$ cat config.mk
export PLATFORM = sky130hd
export DESIGN_NAME = trng_bit_collector
export DESIGN_NICKNAME = d
export VERILOG_FILES = /design/src/rtl/trng_bit_collector.sv
export SDC_FILE = /design/constraint.sdc
export NUM_CORES = 1
export LEC_CHECK = 0
export ABC_AREA = 1
export BUFFER_PORTS_ARGS = -buffer_cell sky130_fd_sc_hd__buf_2
export CORE_MARGIN = 10
export CORE_UTILIZATION = 40
export CTS_BUF_LIST = sky130_fd_sc_hd__clkbuf_4 sky130_fd_sc_hd__clkbuf_8 sky130_fd_sc_hd__clkbuf_16
export CTS_CLUSTER_DIAMETER = 120
export DETAILED_ROUTE_END_ITERATION = 6
export HOLD_SLACK_MARGIN = 0.08
export PLACE_DENSITY_LB_ADDON = 0.08
export SYNTH_ARGS = -nofsm -noshare
export SYNTH_HDL_FRONTEND = slang
export SYNTH_SLANG_ARGS = --single-unit
$ cat constraint.sdc
create_clock -name clk -period 7.4 [get_ports clk]
set_clock_uncertainty 0.05 [all_clocks]
set_input_delay 1.48 -clock clk [delete_from_list [all_inputs] [get_ports clk]]
set_output_delay 1.48 -clock clk [all_outputs]
set_load 0.03 [all_outputs]
$ cat src/rtl/trng_bit_collector.sv
//------------------------------------------------------------------------------
// Module      : trng_bit_collector
// Description : Assembles qualified serial TRNG bits into words, runs a
//               repetition-count health test and buffers words in a small FIFO.
// Revision    : 1.0 - initial release
//------------------------------------------------------------------------------
`default_nettype none

module trng_bit_collector #(
  parameter int         WORD_W     = 32,
  parameter int         FIFO_DEPTH = 4,
  parameter logic [7:0] REP_LIMIT  = 8'd32
) (
  input  logic                          clk,
  input  logic                          rstn,
  input  logic                          en,
  input  logic                          clr,
  input  logic                          bit_in,
  input  logic                          bit_vld,
  output logic [WORD_W-1:0]             word_data,
  output logic                          word_vld,
  input  logic                          word_rdy,
  output logic [$clog2(FIFO_DEPTH):0]   fifo_level,
  output logic                          overflow,
  output logic                          rep_fail
);

  localparam int AW = $clog2(FIFO_DEPTH);
  localparam int LW = AW + 1;
  localparam int CW = $clog2(WORD_W);

  typedef enum logic [1:0] {
    ST_IDLE  = 2'd0,
    ST_FILL  = 2'd1,
    ST_FAULT = 2'd2
  } state_t;

  state_t            state_q, state_d;
  logic [CW-1:0]     bit_cnt_q, bit_cnt_d;
  logic [WORD_W-1:0] shift_q, shift_d;
  logic [7:0]        rep_cnt_q, rep_cnt_d;
  logic              prev_bit_q, prev_bit_d;
  logic              overflow_q, overflow_d;
  logic              rep_fail_q, rep_fail_d;
  logic [AW-1:0]     wr_ptr_q, wr_ptr_d;
  logic [AW-1:0]     rd_ptr_q, rd_ptr_d;
  logic [LW-1:0]     level_q, level_d;
  logic [WORD_W-1:0] mem_q [FIFO_DEPTH];

  logic [WORD_W-1:0] shifted;
  logic [7:0]        rep_next;
  logic              word_done;
  logic              push;
  logic              pop;
  logic              full;

  // Right shift places the first bit of a word at bit 0 once the word is complete.
  assign shifted  = {bit_in, shift_q[WORD_W-1:1]};
  assign rep_next = (rep_cnt_q == 8'd0 || bit_in != prev_bit_q) ? 8'd1 : rep_cnt_q + 8'd1;
  assign full     = (level_q == LW'(FIFO_DEPTH));

  always_comb begin
    state_d    = state_q;
    bit_cnt_d  = bit_cnt_q;
    shift_d    = shift_q;
    rep_cnt_d  = rep_cnt_q;
    prev_bit_d = prev_bit_q;
    overflow_d = overflow_q;
    rep_fail_d = rep_fail_q;
    wr_ptr_d   = wr_ptr_q;
    rd_ptr_d   = rd_ptr_q;
    level_d    = level_q;
    word_done  = 1'b0;
    push       = 1'b0;
    pop        = 1'b0;

    case (state_q)
      ST_IDLE: begin
        bit_cnt_d = '0;
        shift_d   = '0;
        rep_cnt_d = '0;
        if (en) state_d = ST_FILL;
      end
      ST_FILL: begin
        if (!en) begin
          state_d   = ST_IDLE;
          bit_cnt_d = '0;
          shift_d   = '0;
          rep_cnt_d = '0;
        end else if (bit_vld) begin
          rep_cnt_d  = rep_next;
          prev_bit_d = bit_in;
          // A failing bit kills its word even when it would complete it.
          if (rep_next == REP_LIMIT) begin
            state_d    = ST_FAULT;
            rep_fail_d = 1'b1;
            bit_cnt_d  = '0;
            shift_d    = '0;
            rep_cnt_d  = '0;
          end else if (bit_cnt_q == CW'(WORD_W - 1)) begin
            word_done = 1'b1;
            bit_cnt_d = '0;
            shift_d   = '0;
          end else begin
            bit_cnt_d = bit_cnt_q + CW'(1);
            shift_d   = shifted;
          end
        end
      end
      ST_FAULT: begin
        bit_cnt_d = '0;
        shift_d   = '0;
        rep_cnt_d = '0;
      end
      default: state_d = ST_IDLE;
    endcase

    pop  = (level_q != '0) && word_rdy;
    push = word_done && (!full || pop);
    if (word_done && full && !pop) overflow_d = 1'b1;

    if (push) wr_ptr_d = wr_ptr_q + AW'(1);
    if (pop)  rd_ptr_d = rd_ptr_q + AW'(1);
    case ({push, pop})
      2'b10:   level_d = level_q + LW'(1);
      2'b01:   level_d = level_q - LW'(1);
      default: level_d = level_q;
    endcase

    if (clr) begin
      state_d    = ST_IDLE;
      bit_cnt_d  = '0;
      shift_d    = '0;
      rep_cnt_d  = '0;
      prev_bit_d = 1'b0;
      overflow_d = 1'b0;
      rep_fail_d = 1'b0;
      wr_ptr_d   = '0;
      rd_ptr_d   = '0;
      level_d    = '0;
      push       = 1'b0;
      pop        = 1'b0;
    end
  end

  always_ff @(posedge clk or negedge rstn) begin
    if (!rstn) begin
      state_q    <= ST_IDLE;
      bit_cnt_q  <= '0;
      shift_q    <= '0;
      rep_cnt_q  <= '0;
      prev_bit_q <= 1'b0;
      overflow_q <= 1'b0;
      rep_fail_q <= 1'b0;
      wr_ptr_q   <= '0;
      rd_ptr_q   <= '0;
      level_q    <= '0;
    end else begin
      state_q    <= state_d;
      bit_cnt_q  <= bit_cnt_d;
      shift_q    <= shift_d;
      rep_cnt_q  <= rep_cnt_d;
      prev_bit_q <= prev_bit_d;
      overflow_q <= overflow_d;
      rep_fail_q <= rep_fail_d;
      wr_ptr_q   <= wr_ptr_d;
      rd_ptr_q   <= rd_ptr_d;
      level_q    <= level_d;
    end
  end

  always_ff @(posedge clk) begin
    if (push) mem_q[wr_ptr_q] <= shifted;
  end

  // Head is masked while empty so stale storage never shows after reset or clr.
  assign word_vld   = (level_q != '0);
  assign word_data  = word_vld ? mem_q[rd_ptr_q] : '0;
  assign fifo_level = level_q;
  assign overflow   = overflow_q;
  assign rep_fail   = rep_fail_q;

endmodule

`default_nettype wire

==> results.md <==
- Status: completed
- Final min period: about 4.6 ns
- Iter 0 DRT Violations: about 310
- Worst-Margin Slew: ~0.78 ns
- Post-synth cell types: 35
- Setup ws final: 2.84 ns
- Routability Congestion: 0.781
- Post-DR vias/cell: between 5 and 6
- MaxCap Viol Count: 0
- CTS tree: built
- Final Setup Violations: 0
- NetSw: ~0.86 mW
- Worst slack at placement: about 3.2 ns
- Yosys warning count: 0
- RSZ-0062 raised after global routing: false
- Root Buffer Master: clkbuf_16
- Worst path top cell family by delay: buffers and inverters
- DR WL/cell: between 15 and 20 um
- Post-place instance area: between 8000 and 9000 sq um
- Clk slew on worst S/H paths: roughly 0.060 ns
- Mapped Cells: around 690
- Port Buffers: 44
- # clock sinks: between 150 and 200
- Combinational power share: 0.245
- Later-pin clock latency in the skew report: between 0.4 and 0.5 ns
- Maximum fanout along the worst path: 66
- Largest net degree at the start of global routing: between 60 and 70
- Fill cells: 1,735
- Crit path launch type: register
- Longest Clk Path Bufs: 2
- Final hold violations: 0
- Post-route cell area: 8710 sq um
- Initial antenna violation count: 0
- Die area: 25,100 sq um
- Vias in the first global route: around 5.0k
- Min-delay worst type: register to register
- Most common cell after layout, fill and taps aside: nor2_1
- First-pass GRT wire length: 26,400 um
- Max-slew headroom: 0.477
- Crit-path most repeated cell: buf_4
- Sequential area share after synthesis: 0.683
- Yosys reg bits: between 150 and 200
- Total wire length: between 15,000 and 20,000 um
- LEAKAGE: between 3 and 4 nW
- Power Internal: 1.73 mW
- Share of layout cells above drive strength 1: 0.160
- CP Data Required Time: about 5.9 ns
- DR DRC count: 0
- CP arrival: between 3 and 4 ns
- CP Cell Sequence: buf_4 > inv_1 > buf_4 > o21ai_0 > a21oi_1 > buf_2
- Syn avg cell area: around 11 sq um
- Core ar.: approximately 19,000 sq um
- VDD IR max: around 190 uV
- Reg power frac: 0.433
- Non-Filler Instances: 976
- Mapped Area: around 7700 sq um
- Initial core utilization: 0.409
- I/O pin total: 45
- DR pass1 iterations: 5
- Number of CTS-inserted buffers: 17
- Most frequent cells in the layout: nor2_1 (149), edfxtp_1 (128), o21ai_0 (79)
- Clock network power share: 0.322
- GRT Total Usage: 0.136
- Die Span Y: ~160 um
- Pwr dens: between 200 and 300 nW/um^2
- Via count: 4,891
- Net Sw Frac: 0.333
- R2r setup slk: approximately 4.3 ns
- Area growth syn-to-layout: 13.5%
- Period utilization: 0.616
- Die W: ~160 um
- Routed Antenna Nets: 0
- Max incr delay on CP: 0.61 ns
- CP max stage cell: buf_4
- Clock H-tree levels: 4
- Post-CTS setup repair buffer count: 0
- DP Cell Count: 944
- Nets: 745
- Grt ovf: 0
- Setup crit end kind: primary output
- DP HPWL: around 9400 um
- Critical path type: register to primary output
- Hold buffer count at CTS: 0
- # rows: 50
- Final max-slew violation count: 0
- Util after Layout: 0.464
- # diodes: 0
- Post-CTS Resized: 0
- Fmax: around 220 MHz
- Worst path bufs/invs: 4
- Post-Syn Nets: 703
- Setup TNS: 0 ns
[sequential cells by signal, indices dropped and copies added, names as in the netlist]
name        cells
bit_cnt_q       5
fifo_level      3
mem_q         128
overflow        1
prev_bit_q      1
rd_ptr_q        2
rep_cnt_q       8
rep_fail        1
shift_q        31
state_q         2
wr_ptr_q        2
[worst paths after layout]
path | from | end | depth (start not counted)
min in group asynchronous | rstn | rep_cnt_q[1] | 2
worst min register to register | overflow | overflow | 1
worst min-delay path | overflow | overflow | 1
worst max register to register | rep_cnt_q[0] | mem_q[3][0] | 14
worst max-delay path | rd_ptr_q[0] | word_data[29] | 6
max in group asynchronous | rstn | rd_ptr_q[0] | 2
[layout make-up]
| type | instances | area, sq um | area share |
|---|---|---|---|
| Sequential cell | 184 | 5250 | 0.602 |
| Multi-Input combinational cell | 401 | 2050 | 0.236 |
| Clock buffer | 22 | 482 | 0.0553 |
| Timing Repair Buffer | 55 | 303 | 0.0348 |
| Tap cell | 234 | 293 | 0.0336 |
| Inverter | 70 | 263 | 0.0302 |
| Clock inverter | 10 | 70.1 | 0.00804 |
[metrics by stage]
step / hold slack (ns) / total power, mW
after detailed placement: 0.429 / 1.79
after CTS: 0.454 / 2.63
after global placement: 0.428 / 1.78
after floorplan: 0.420 / 1.59
final: 0.441 / 2.59
after global routing: 0.488 / 2.72
[synthesized netlist by cell type, drive strengths merged]
| cell | count | area share |
|---|---|---|
| xnor2 | 2 | 0.0033 |
| inv | 69 | 0.034 |
| edfxtp | 128 | 0.50 |
| o21ai | 83 | 0.055 |
| dfrtp | 56 | 0.18 |
| nor2 | 160 | 0.083 |
| fa | 1 | 0.0026 |
| ha | 8 | 0.013 |
| o22ai | 32 | 0.026 |
| xor2 | 2 | 0.0023 |
| nand4 | 7 | 0.0057 |
| nand2 | 43 | 0.026 |
| nor3 | 1 | 0.00065 |
| buf | 11 | 0.0072 |
| clkinv | 1 | 0.00049 |
| o32ai | 1 | 0.0011 |
| a31oi | 2 | 0.0016 |
| a32o | 1 | 0.0013 |
| clkbuf | 21 | 0.010 |
| o21a | 1 | 0.00098 |
| a21oi | 39 | 0.026 |
| nand3 | 18 | 0.017 |
[power by group through the flow]
stage          clock, mW  combinational [mW]  sequential (mW)
6_report           0.834               0.636             1.12
5_1_grt            0.900               0.701             1.12
4_1_cts            0.858               0.651             1.12
3_5_place_dp           0               0.648             1.14
3_3_place_gp           0               0.643             1.14
2_1_floorplan          0               0.436             1.15
[cells by family (layout without fill, tap and decap cells)]
| family | Yosys count | in the layout | synth area share |
|---|---|---|---|
| AO/OA/AOI/OAI | 159 | 159 | 0.112 |
| XOR/XNOR | 4 | 4 | 0.00554 |
| adder cells (fa/ha/maj) | 9 | 9 | 0.0157 |
| buffers and inverters | 102 | 157 | 0.0517 |
| flip-flops | 184 | 184 | 0.683 |
| AND/OR/NAND/NOR | 229 | 229 | 0.132 |
[routing by layer]
layer / vias up / routed length, um / GRT usage
li1: 2438 / - / -
met1: 2372 / 7700 / 0.170
met2: 68 / 8110 / 0.228
met3: 13 / 545 / 0.0337
met4: 0 / 139 / 0.0432
met5: - / 0 / 0
Power figures use the tool's default switching activity.
